<file path="src/rtl/trg_decoder.sv">
// trg_decoder
//   Front-end trigger decoder. Registers the 3-bit encoded trigger bus,
//   decodes it into LCT / L1A / L1A_MATCH strobes and a qualified RESYNC
//   level, and keeps BX, L1A-event and illegal-code counters.
//
// Ports
//   CLK        25 ns system clock (clk25ns)
//   RST_B      asynchronous active-low reset
//   ENC_TRG    encoded trigger bus {GLOBAL_RST, L1A, LCT}
//   TRG_DCD    1 = encoded decode, 0 = direct bitwise mode
//   CLR_CNT    synchronous clear of ERR_CNT
//   LCT, L1A, L1A_MATCH   single-cycle strobes, 2 cycles after ENC_TRG
//   RESYNC     qualified resync level
//   BXN        bunch-crossing number, wraps after BX_MAX
//   L1A_CNT    L1A event counter, one cycle behind the L1A strobe
//   ERR_CNT    illegal-code counter, saturating at 255
module trg_decoder #(
    parameter int TMR        = 1,
    parameter int RESYNC_MIN = 2,
    parameter int BX_MAX     = 3563
) (
    input  logic        CLK,
    input  logic        RST_B,
    input  logic [2:0]  ENC_TRG,
    input  logic        TRG_DCD,
    input  logic        CLR_CNT,
    output logic        LCT,
    output logic        L1A,
    output logic        L1A_MATCH,
    output logic        RESYNC,
    output logic [11:0] BXN,
    output logic [11:0] L1A_CNT,
    output logic [7:0]  ERR_CNT
);

    typedef enum logic [1:0] {IDLE = 2'd0, ARM = 2'd1, ACTIVE = 2'd2} state_t;

    // Everything that gets triplicated lives in one struct so the voter
    // is a single bitwise majority.
    typedef struct packed {
        state_t      state;
        logic [2:0]  qcnt;
        logic        resync;
        logic [11:0] bxn;
        logic [11:0] l1a_cnt;
        logic [7:0]  err_cnt;
    } prot_t;

    localparam int NCOPY = (TMR != 0) ? 3 : 1;

    // Stage 1: input capture (intended for the IOB flops).
    logic [2:0] trg_q;
    logic       dcd_q;

    always_ff @(posedge CLK or negedge RST_B) begin
        if (!RST_B) begin
            trg_q <= 3'b000;
            dcd_q <= 1'b0;
        end else begin
            trg_q <= ENC_TRG;
            dcd_q <= TRG_DCD;
        end
    end

    // Stage 2 decode: dec = {resync_req, l1a_match, l1a, lct}
    logic [3:0] dec;
    logic       illegal;

    always_comb begin
        dec     = 4'b0000;
        illegal = 1'b0;
        if (dcd_q) begin
            case (trg_q)
                3'd1:    dec = 4'b0001;
                3'd2:    dec = 4'b0011;
                3'd3:    dec = 4'b0111;
                3'd4:    dec = 4'b0010;
                3'd5:    dec = 4'b0110;
                3'd6:    illegal = 1'b1;
                3'd7:    dec = 4'b1000;
                default: dec = 4'b0000;
            endcase
        end else begin
            dec = {trg_q[2], trg_q[1], trg_q[1], trg_q[0]};
        end
    end

    // Protected state: NCOPY copies, all loaded from the same voted next value.
    prot_t cp [NCOPY];
    prot_t cur;
    prot_t nxt;

    always_ff @(posedge CLK or negedge RST_B) begin
        if (!RST_B) begin
            for (int i = 0; i < NCOPY; i++) cp[i] <= '0;
        end else begin
            for (int i = 0; i < NCOPY; i++) cp[i] <= nxt;
        end
    end

    generate
        if (NCOPY == 3) begin : g_vote
            assign cur = prot_t'((cp[0] & cp[1]) | (cp[0] & cp[2]) | (cp[1] & cp[2]));
        end else begin : g_single
            assign cur = cp[0];
        end
    endgenerate

    always_comb begin
        nxt = cur;
        case (cur.state)
            IDLE: begin
                if (dec[3]) begin
                    if (RESYNC_MIN == 1) begin
                        nxt.state = ACTIVE;
                    end else begin
                        nxt.state = ARM;
                        nxt.qcnt  = 3'd1;
                    end
                end
            end
            ARM: begin
                // A request shorter than RESYNC_MIN is treated as a glitch.
                if (!dec[3]) begin
                    nxt.state = IDLE;
                end else begin
                    nxt.qcnt = cur.qcnt + 3'd1;
                    if ({1'b0, cur.qcnt} + 4'd1 == 4'(RESYNC_MIN)) nxt.state = ACTIVE;
                end
            end
            ACTIVE: begin
                if (!dec[3]) nxt.state = IDLE;
            end
            default: nxt.state = IDLE;
        endcase

        nxt.resync = (nxt.state == ACTIVE);

        // Holding on the current level as well gives BXN=0 in the first
        // cycle after RESYNC drops, so counting restarts 0,1,2...
        if (nxt.resync || cur.resync)
            nxt.bxn = 12'd0;
        else if (cur.bxn == 12'(BX_MAX))
            nxt.bxn = 12'd0;
        else
            nxt.bxn = cur.bxn + 12'd1;

        // Counts the registered L1A strobe, hence one cycle behind it.
        if (nxt.resync)
            nxt.l1a_cnt = 12'd0;
        else
            nxt.l1a_cnt = cur.l1a_cnt + {11'd0, L1A};

        if (CLR_CNT)
            nxt.err_cnt = 8'd0;
        else if (illegal && cur.err_cnt != 8'hFF)
            nxt.err_cnt = cur.err_cnt + 8'd1;
    end

    // Strobes are blanked whenever a resync request is being qualified or active.
    logic strobe_ok;
    assign strobe_ok = (cur.state == IDLE);

    always_ff @(posedge CLK or negedge RST_B) begin
        if (!RST_B) begin
            LCT       <= 1'b0;
            L1A       <= 1'b0;
            L1A_MATCH <= 1'b0;
        end else begin
            LCT       <= dec[0] & strobe_ok;
            L1A       <= dec[1] & strobe_ok;
            L1A_MATCH <= dec[2] & strobe_ok;
        end
    end

    assign RESYNC  = cur.resync;
    assign BXN     = cur.bxn;
    assign L1A_CNT = cur.l1a_cnt;
    assign ERR_CNT = cur.err_cnt;

endmodule

</file>
<file path="config.mk">
export PLATFORM = sky130hd
export DESIGN_NAME = trg_decoder
export DESIGN_NICKNAME = d
export VERILOG_FILES = /design/src/rtl/trg_decoder.sv
export SDC_FILE = /design/constraint.sdc
export NUM_CORES = 1
export LEC_CHECK = 0
export CORE_ASPECT_RATIO = 0.75
export CORE_MARGIN = 3
export CORE_UTILIZATION = 33
export CTS_BUF_LIST = sky130_fd_sc_hd__clkbuf_4
export DETAILED_ROUTE_END_ITERATION = 8
export GPL_ROUTABILITY_DRIVEN = 1
export PLACE_DENSITY = 0.53
export SYNTH_ARGS = -nofsm -noshare
export SYNTH_HDL_FRONTEND = slang
export SYNTH_SLANG_ARGS = --single-unit
</file>
<file path="constraint.sdc">
create_clock -name CLK -period 3.4 [get_ports CLK]
set_input_delay 0.68 -clock CLK [delete_from_list [all_inputs] [get_ports CLK]]
set_output_delay 0.68 -clock CLK [all_outputs]
set_load 0.02 [all_outputs]
</file>
# --- Word-level counts from Yosys, hierarchy flattened ---
# Cells that the tools add are included.
classes:
  n_mul: 0
  addsub: 5
  muxes: 16
  n_eq_ne: 13
  shifts: 0
  n_reduce_logical: 3
  div_mod_pow: 0
  bitwise: 6
  order_cmp: 0
op_table:
  columns: ["operator", "count"]
  rows:
  - ["38-bit bitwise OR", 2]
  - ["38-bit bitwise AND", 1]
  - ["12-bit two-way mux", 3]
  - ["4-bit one-hot mux with 6 select lines", 1]
  - ["8-bit two-way mux", 2]
  - ["12-bit by 1-bit adder with 12-bit output", 1]
  - ["12-bit by 1-bit adder with 12-bit output, second input constant", 1]
  - ["12-bit == test, second input constant", 1]
  - ["3-bit == test, second input constant", 4]
  - ["8-bit by 1-bit adder with 8-bit output, second input constant", 1]
  - ["8-bit inequality test, second input constant", 1]
  - ["3-bit by 2-bit == test with 1-bit output, second input constant", 2]
  - ["2-bit two-way mux", 3]
  - ["2-bit one-hot mux with 3 select lines", 1]
  - ["3-bit one-hot mux with 2 select lines", 1]
  - ["5-bit two-way mux", 1]
  - ["3-bit by 1-bit adder with 4-bit output, second input constant", 1]
  - ["2-bit == test, second input constant", 2]
  - ["4-bit by 2-bit == test with 1-bit output, second input constant", 1]
  - ["4-bit two-way mux", 1]
  - ["3-bit by 1-bit adder with 3-bit output, second input constant", 1]
  - ["1-bit bitwise AND", 3]
  - ["3-bit by 1-bit == test with 1-bit output, second input constant", 1]
  - ["3-bit two-way mux", 1]
  - ["5 further kinds", 6]
totals:
  out_inout_bits: 36
  latch_bits: 0
  regBits: 45
  n_memories: 0
  in_bits: 7
  mem_bits_ro: 0
  wordCells: 54
  ramBits: 0

# --- Longest topological paths before layout ---
# Gate-level depths: netlist of run 1.
logic_depth:
  depth_word: 11
  ltp_mapped: 7
  mapped_depth_nobuf: 6

# --- Worst setup path before layout of run 1 ---
# Ideal clock, no wire load.
synth_timing:
  kind: "register -> register"
  from: "register L1A"
  to: "register, netlist name cp[16]"
  arrival_time_ps: 1392
  period_less_slack_ps: 1514
  setup_time_ps: 121
  required_time_ps: 3279
  stages_incl_launch_ff: 7
  n_path_buf: 0
  setup_slack_ps: 1886
  path_cell_list: "dfrtp_1 > ha_1 > ha_1 > and4_1 > nand4_1 > xor2_1 > nor2_1"
synth_lines:
  columns: ["item", "line", "source"]
  rows:
  - ["start, declared", "28", "output logic L1A,"]
  - ["start signal, assigned", "171", "L1A <= dec[1] & strobe_ok;"]

# --- Worst setup path after layout of run 1 ---
layout_timing:
  from: "register, netlist name cp[23]"
  to: "output port BXN[3]"
layout_between:
  elab_chain_cells: 3
layout_rtl:
  columns: ["item", "line", "source"]
  rows:
  - ["38-bit bitwise AND (*)", "103", "assign cur = prot_t'((cp[0] & cp[1]) | (cp[0] & cp[2]) | (cp[1] & cp[2]));"]
  - ["38-bit bitwise OR", "103", null]
  - ["38-bit bitwise OR (*)", "103", null]
  - ["end, declared", "31", "output logic [11:0] BXN,"]
# Every way passes the cells marked *; elsewhere a longest branch is shown, timed or not.

==> summary.txt, run 1 <==
Status
  • Status: complete, no violations

Clock tree
  • Post-CTS setup buffers: 0
  • CTS H-tree depth: 2
  • Clock Tree Root: clkbuf_4
  • CTS sink count: 45
  • Worst skew pair latency: roughly 350 ps
  • Clk buf depth: 2
  • Clock-pin transition on the worst setup and hold timing paths: around 130 ps
  • Clock tree from TritonCTS: yes
  • Post-cts sizing count: 0
  • Num CTS Buffers: 5
  • Hold_buf cts: 0

Global routing
  • Initial antenna violation count: 0
  • First-pass GRT wire length: between 7000 and 8000 um
  • Gr ovfl total: 0
  • GRT Overall Usage: 11.0%
  • Largest net degree at the start of global routing: between 40 and 50
  • Vias in the first global route: 1465

Floorplanning
  • Die H: around 79 um
  • # rows: 25
  • Chip width: 104 um
  • Core ar.: approximately 6600 um2
  • I/O pin total: 43
  • Die Footprint: 8190 um2
  • Initial Util: roughly 36%

Placement
  • Post-place setup slack: 1600 ps
  • I/O Buffers: 42
  • GP Congestion: roughly 0.78
  • Post-detail-place hpwl: between 3000 and 4000 um

Synth
  • Cell with the most instances after synthesis: dfrtp_1
  • Post-synthesis sequential area ratio: 47.8%
  • Top cell type's share of synthesized area: 47.8%
  • Syn. warnings: 0
  • Ys flop type: dfrtp_1
  • Syn nets: 243
  • Post-Syn Area: 2350 um2
  • Mapped Cells: 229
  • FF+latch count, synth: 45
  • Post-synth EDFFs: 0
  • Avg Inst Size Synth: 10.3 um2
  • Synth cell types: between 40 and 50
  • Synth top area cells: dfrtp_1, buf_4, xor2_1, nor2_1, ha_1
  • Yosys top cell by area: dfrtp_1
  • Most instantiated cells after synthesis: dfrtp_1, buf_4, nor2_1
  • Asr flop ratio synth: between 90% and 100%

STA
  • Post-route setup slack: between 1000 and 1500 ps
  • Worst-Margin Slew: 1010 ps
  • Setup TNS Final: 0 ps
  • Tmin final: between 2000 and 2500 ps
  • Final Cycle Share: between 60% and 70%
  • FMAX: between 400 and 500 MHz
  • Final Skew: 3.25 ps
  • Relative slew margins: between 30 and 40%
  • Final Hold Viols: 0
  • Pins Over Slew Limit: 0
  • Unrepaired setup endpoints after global routing: false
  • Final setup fails: 0

Hold path
  • Hold WC Path Type: in2async

Critical path
  • Critical-path cell list: clkdlybuf4s50_1
  • FF-to-FF Start: cp[33]$_DFFE_PN0P_
  • Worst-path maximum fanout: 8
  • CP peak stage delay: 650 ps
  • CP max-delay cell: clkdlybuf4s50_1
  • Buf/Inv on CP: 1
  • Type of origin of the critical path: flip-flop
  • Crit path launch: cp[23]$_DFF_PN0_
  • CP required: 2720 ps
  • R2R setup slack: roughly 1700 ps
  • Largest delay share family, worst path: buffers and inverters
  • Crit path arrival time: approximately 1500 ps
  • Worst setup EP type: primary output
  • Crit path kind: reg2out

Drt
  • DRC: 0
  • Initial drt markers: 24
  • Wirelength per Cell: 12.6 um
  • Via count: ~1500
  • Drt first pass iters: 4
  • Average vias per placed instance: between 4 and 5
  • Routed Antenna Nets: 0
  • Routed Wire Length: ~4200 um

Layout
  • Layout cells sized above 1: 5.76%
  • Nets: 256
  • Fin util: approximately 41%
  • FILL cells: ~660
  • N_diodes: 0
  • Area growth from synthesis to layout: 13.9%

Power and ir drop
  • Leakage: ~1.2 nW
  • Max VDD drop: roughly 0.35 mV
  • Pwr/cell area: 558 nW/um2

Flow run
  • Max_cap viols: 0
-- where the power goes --
part / switching [mW] / internal, mW
logic: 0.246 / 0.229
clock network: 0.167 / 0.107
registers: 0.122 / 0.626
total: 0.535 / 0.961
-- metrics by stage --
stage                     instance area, um2  instances  hold slack (ps)  total power [mW]
after detailed placement                2620        329              500              1.24
after floorplan                         2350        229              384              1.10
final                                   2680        337              489              1.50
after global placement                  2620        329              495              1.24
after CTS                               2680        337              522              1.52
after global routing                    2680        337              558              1.61
-- cells in the final DEF (no fill, tap or decap), types with 2 or more instances in the layout --
cell type / netlist / routed
or3_1: 3 / 3
xor2_1: 22 / 22
clkbuf_4: 0 / 8
nor3_1: 4 / 4
nor2b_1: 2 / 2
clkdlybuf4s50_1: 0 / 41
and3_1: 2 / 2
nand3_1: 13 / 13
nand4_1: 5 / 5
ha_1: 7 / 7
nor2_1: 26 / 26
and4_1: 7 / 7
and4b_1: 2 / 2
dfrtp_1: 45 / 45
a21oi_1: 6 / 6
o21ai_0: 7 / 7
mux2i_1: 2 / 2
a31oi_1: 2 / 2
xnor2_1: 2 / 2
inv_1: 5 / 5
nand2_1: 13 / 13
-- final timing paths --
check                               endpoint  cells past startpoint
max                                   BXN[3]                      1
min                        cp[0]$_DFFE_PN0P_                      1
max reg2reg                 cp[13]$_DFF_PN0_                      5
min reg2reg                 cp[20]$_DFF_PN0_                      1
max in group asynchronous   cp[22]$_DFF_PN0_                      1
min in group CLK            cp[20]$_DFF_PN0_                      1
-- routing by layer --
layer | vias to the layer above | wire length (um) | global-route usage [%] | part of all wire, %
li1 | 789 | - | - | -
met1 | 717 | 2210 | 15.5 | 52
met2 | 30 | 1770 | 16.3 | 42
met3 | 4 | 228 | 3.49 | 5.4
met4 | 0 | 37 | 3.19 | 0.87
met5 | - | 0 | 0 | 0
-- registers in the layout, indices dropped and copies added (netlist names) --
| signal | flops |
|---|---|
| L1A_MATCH | 1 |
| trg_q | 3 |
| LCT | 1 |
| L1A | 1 |
| dcd_q | 1 |
| cp | 38 |
-- final cells by class --
class,count,area [um2],share of cell area [%]
Clock buffer,8,60.1,2.24
Inverter,5,18.8,0.700
Multi-Input combinational cell,143,943,35.2
Sequential cell,45,1130,42.0
Tap cell,94,118,4.39
Timing Repair Buffer,42,415,15.5
-- logic make-up after synthesis --
kind of cell,synth area share (%)
and+or+nand+nor,19.1
buffers and inverters,12.1
adders and majority gates,3.72
muxes,0.851
DFF,47.8
xor gates and xnor gates,8.93
AOI/OAI and AO/OA,7.44
Power figures use the tool's default switching activity.
==> inputs of run 2 (changes only) <==
--- a/config.mk
+++ b/config.mk
@@ -11,7 +11,7 @@
 export CTS_BUF_LIST = sky130_fd_sc_hd__clkbuf_4
 export DETAILED_ROUTE_END_ITERATION = 8
 export GPL_ROUTABILITY_DRIVEN = 1
-export PLACE_DENSITY = 0.53
+export PLACE_DENSITY = 0.55
 export SYNTH_ARGS = -nofsm -noshare
 export SYNTH_HDL_FRONTEND = slang
 export SYNTH_SLANG_ARGS = --single-unit
==> constraint.sdc (replaced) <==
create_clock -name CLK -period 1.9 [get_ports CLK]
set_input_delay 0.38 -clock CLK [delete_from_list [all_inputs] [get_ports CLK]]
set_output_delay 0.38 -clock CLK [all_outputs]
set_load 0.02 [all_outputs]
==> run 2 against run 1 <==
Final area grew 2.6%. Sequential share of layout area shrank 0.91 points. Die area did not move. Critical path depth is the same. Critical path type unchanged. Largest cell class unchanged. Highest routed layer unchanged.
==> summary.txt, run 2 (synthesized netlist as in run 1, its figures left out) <==
Critical path
  • Worst setup EP type: primary output
  • Critical-path cell list: clkdlybuf4s50_1
  • R2R setup slack: between 200 and 300 ps
  • CP peak stage delay: around 640 ps
  • CP max-delay cell: clkdlybuf4s50_1
  • FF-to-FF Start: cp[0]$_DFFE_PN0P_
  • CP required: between 1500 and 2000 ps
  • Type of origin of the critical path: flip-flop
  • Largest delay share family, worst path: buffers and inverters
  • Worst Reg-to-Reg Cells: 5
  • Crit Reg-Reg Endpoint: cp[1]$_DFFE_PN0P_
  • Buf/Inv on CP: 1
  • Crit path kind: reg2out
  • Worst-path maximum fanout: 6
  • Crit path arrival time: 1450 ps

Hold path
  • Hold WC Path Type: in2async

Drt
  • Via count: between 1500 and 2000
  • Routed Antenna Nets: 0
  • DRC: 0
  • Average vias per placed instance: roughly 4.6
  • Wirelength per Cell: between 10 and 15 um
  • Drt first pass iters: 4
  • Initial drt markers: 49
  • Routed Wire Length: approximately 4400 um

Placement
  • Placed cells: 332
  • I/O Buffers: 42
  • Post-detail-place hpwl: about 3200 um
  • GP Congestion: ~0.82

Layout
  • Top reg by flops: cp
  • Nets: 260
  • Layout cells sized above 1: under 10%
  • Area growth from synthesis to layout: 16.9%
  • Register Area: 1130 um2
  • Biggest regs: cp: 38 flops, trg_q: 3 flops
  • Most frequent cells in the layout: dfrtp_1, clkdlybuf4s50_1, nor2_1
  • Commonest non-fill, non-tap cell in the layout: dfrtp_1
  • FILL cells: 649
  • Area of the multi-input gates: between 900 and 1000 um2
  • Max reg flops: 38
  • N_diodes: 0
  • Fin cells: 341

Global routing
  • GRT met3 Usage: under 10%
  • Initial antenna violation count: 0
  • First-pass GRT wire length: 7470 um
  • Largest net degree at the start of global routing: 20
  • Met2 Usage GRT: between 15 and 20%
  • GRT Overall Usage: between 10% and 20%
  • GRT busiest layer: met1
  • M1 GR Usage: roughly 16%
  • Gr ovfl total: 0
  • Vias in the first global route: 1563

Flow run
  • Max_cap viols: 0

Clock tree
  • Worst skew pair latency: roughly 360 ps
  • Clk buf depth: 2
  • Clock tree from TritonCTS: yes
  • Num CTS Buffers: 5
  • Clock Tree Root: clkbuf_4
  • Clock-pin transition on the worst setup and hold timing paths: 140 ps
  • CTS H-tree depth: 2
  • CTS sink count: 45

STA
  • Unrepaired setup endpoints after global routing: false
  • Worst-Margin Slew: between 400 and 500 ps
  • Final Cycle Share: a little over nine tenths
  • Final Skew: ~18 ps
  • FMAX: around 550 MHz
  • Setup TNS Final: 0 ps
  • Final Hold Viols: 0
  • Final setup fails: 0
  • Tmin final: between 1500 and 2000 ps
  • Relative slew margins: a little over two thirds
  • Pins Over Slew Limit: 0

Floorplanning
  • # rows: 25
  • Chip width: 104 um
  • Die Footprint: approximately 8200 um2
  • Die H: just under 80 um
  • Initial Util: approximately 36%
  • Core ar.: roughly 6600 um2
  • I/O pin total: 43

Power and ir drop
  • Max VDD drop: around 0.53 mV
  • Leakage: 1.31 nW
  • Pwr/cell area: 1010 nW/um2

Status
  • Status: complete, no violations
run 2: cell types whose count changed in the layout (fill, tap and decap cells not counted):
cell / change
buf_4: +3
bufinv_16: +1
clkbuf_4: -3
clkdlybuf4s50_1: -7
clkinv_1: +1
clkinvlp_4: +1
dfrtp_1: -3
dfrtp_2: +3
dlygate4sd2_1: +1
dlygate4sd3_1: +1
dlymetal6s2s_1: +6
run 2: per-layer routing:
layer,share of wire [%],up-vias
met5,0,-
met4,0.82,0
met3,4.6,4
met2,40,30
met1,54,742
li1,-,791
run 2: report_power, final:
group	switching, mW	internal (mW)
Clock	0.312	0.273
Sequential	0.219	1.12
Combinational	0.442	0.404
run 2: how the worst max path moves through the flow:
stage                             end  slack [ps]  cells after the start               start
floorplan            cp[16]$_DFF_PN0_         390                      6       L1A$_DFF_PN0_
global placement    cp[1]$_DFFE_PN0P_         320                      5   cp[0]$_DFFE_PN0P_
detailed placement   cp[26]$_DFF_PN0_         300                      5  cp[33]$_DFFE_PN0P_
CTS                            BXN[9]          20                      1    cp[29]$_DFF_PN0_
global route               ERR_CNT[5]           4                      1   cp[5]$_DFFE_PN0P_
finish                     ERR_CNT[5]          70                      1   cp[5]$_DFFE_PN0P_
run 2: timing repair:
action,4_1_cts,5_1_grt
resized for setup,1,9
cloned,0,0
hold endpoints to repair,14,0
hold buffers,1,0
setup buffers,0,0
endpoints found under the setup margin,1,9
run 2: layout make-up:
| type | instances | area share, % |
|---|---|---|
| sequential | 45 | 41.1 |
| inverter | 5 | 0.682 |
| tap | 94 | 4.28 |
| clock inverter | 3 | 1.50 |
| multi-input combinational | 143 | 34.3 |
| clock buffer | 5 | 1.36 |
| timing repair buffer | 46 | 16.8 |
run 2: per-stage QoR:
| step | cell area [um2] | util [%] | worst slack, ps | total power, mW | hold WS (ps) |
|---|---|---|---|---|---|
| 3_3_place_gp | 2640 | 40.1 | 318 | 2.21 | 313 |
| 6_report | 2750 | 41.7 | 65.6 | 2.77 | 450 |
| 2_1_floorplan | 2350 | - | 386 | 1.98 | 84.4 |
| 3_5_place_dp | 2640 | 40.1 | 301 | 2.22 | 319 |
| 5_1_grt | 2750 | 41.7 | 3.54 | 2.97 | 432 |
| 4_1_cts | 2730 | 41.4 | 15.2 | 2.82 | 448 |
==> inputs of run 3 (changes only) <==
--- a/config.mk
+++ b/config.mk
@@ -5,12 +5,14 @@
 export SDC_FILE = /design/constraint.sdc
 export NUM_CORES = 1
 export LEC_CHECK = 0
+export CAP_MARGIN = 40
 export CORE_ASPECT_RATIO = 0.75
 export CORE_MARGIN = 3
 export CORE_UTILIZATION = 33
 export CTS_BUF_LIST = sky130_fd_sc_hd__clkbuf_4
 export DETAILED_ROUTE_END_ITERATION = 8
 export GPL_ROUTABILITY_DRIVEN = 1
+export HOLD_SLACK_MARGIN = 0.1
 export PLACE_DENSITY = 0.55
 export SYNTH_ARGS = -nofsm -noshare
 export SYNTH_HDL_FRONTEND = slang
==> results of run 3 <==
Same layout as run 2: the final DEF is identical, and so are final timing and power.
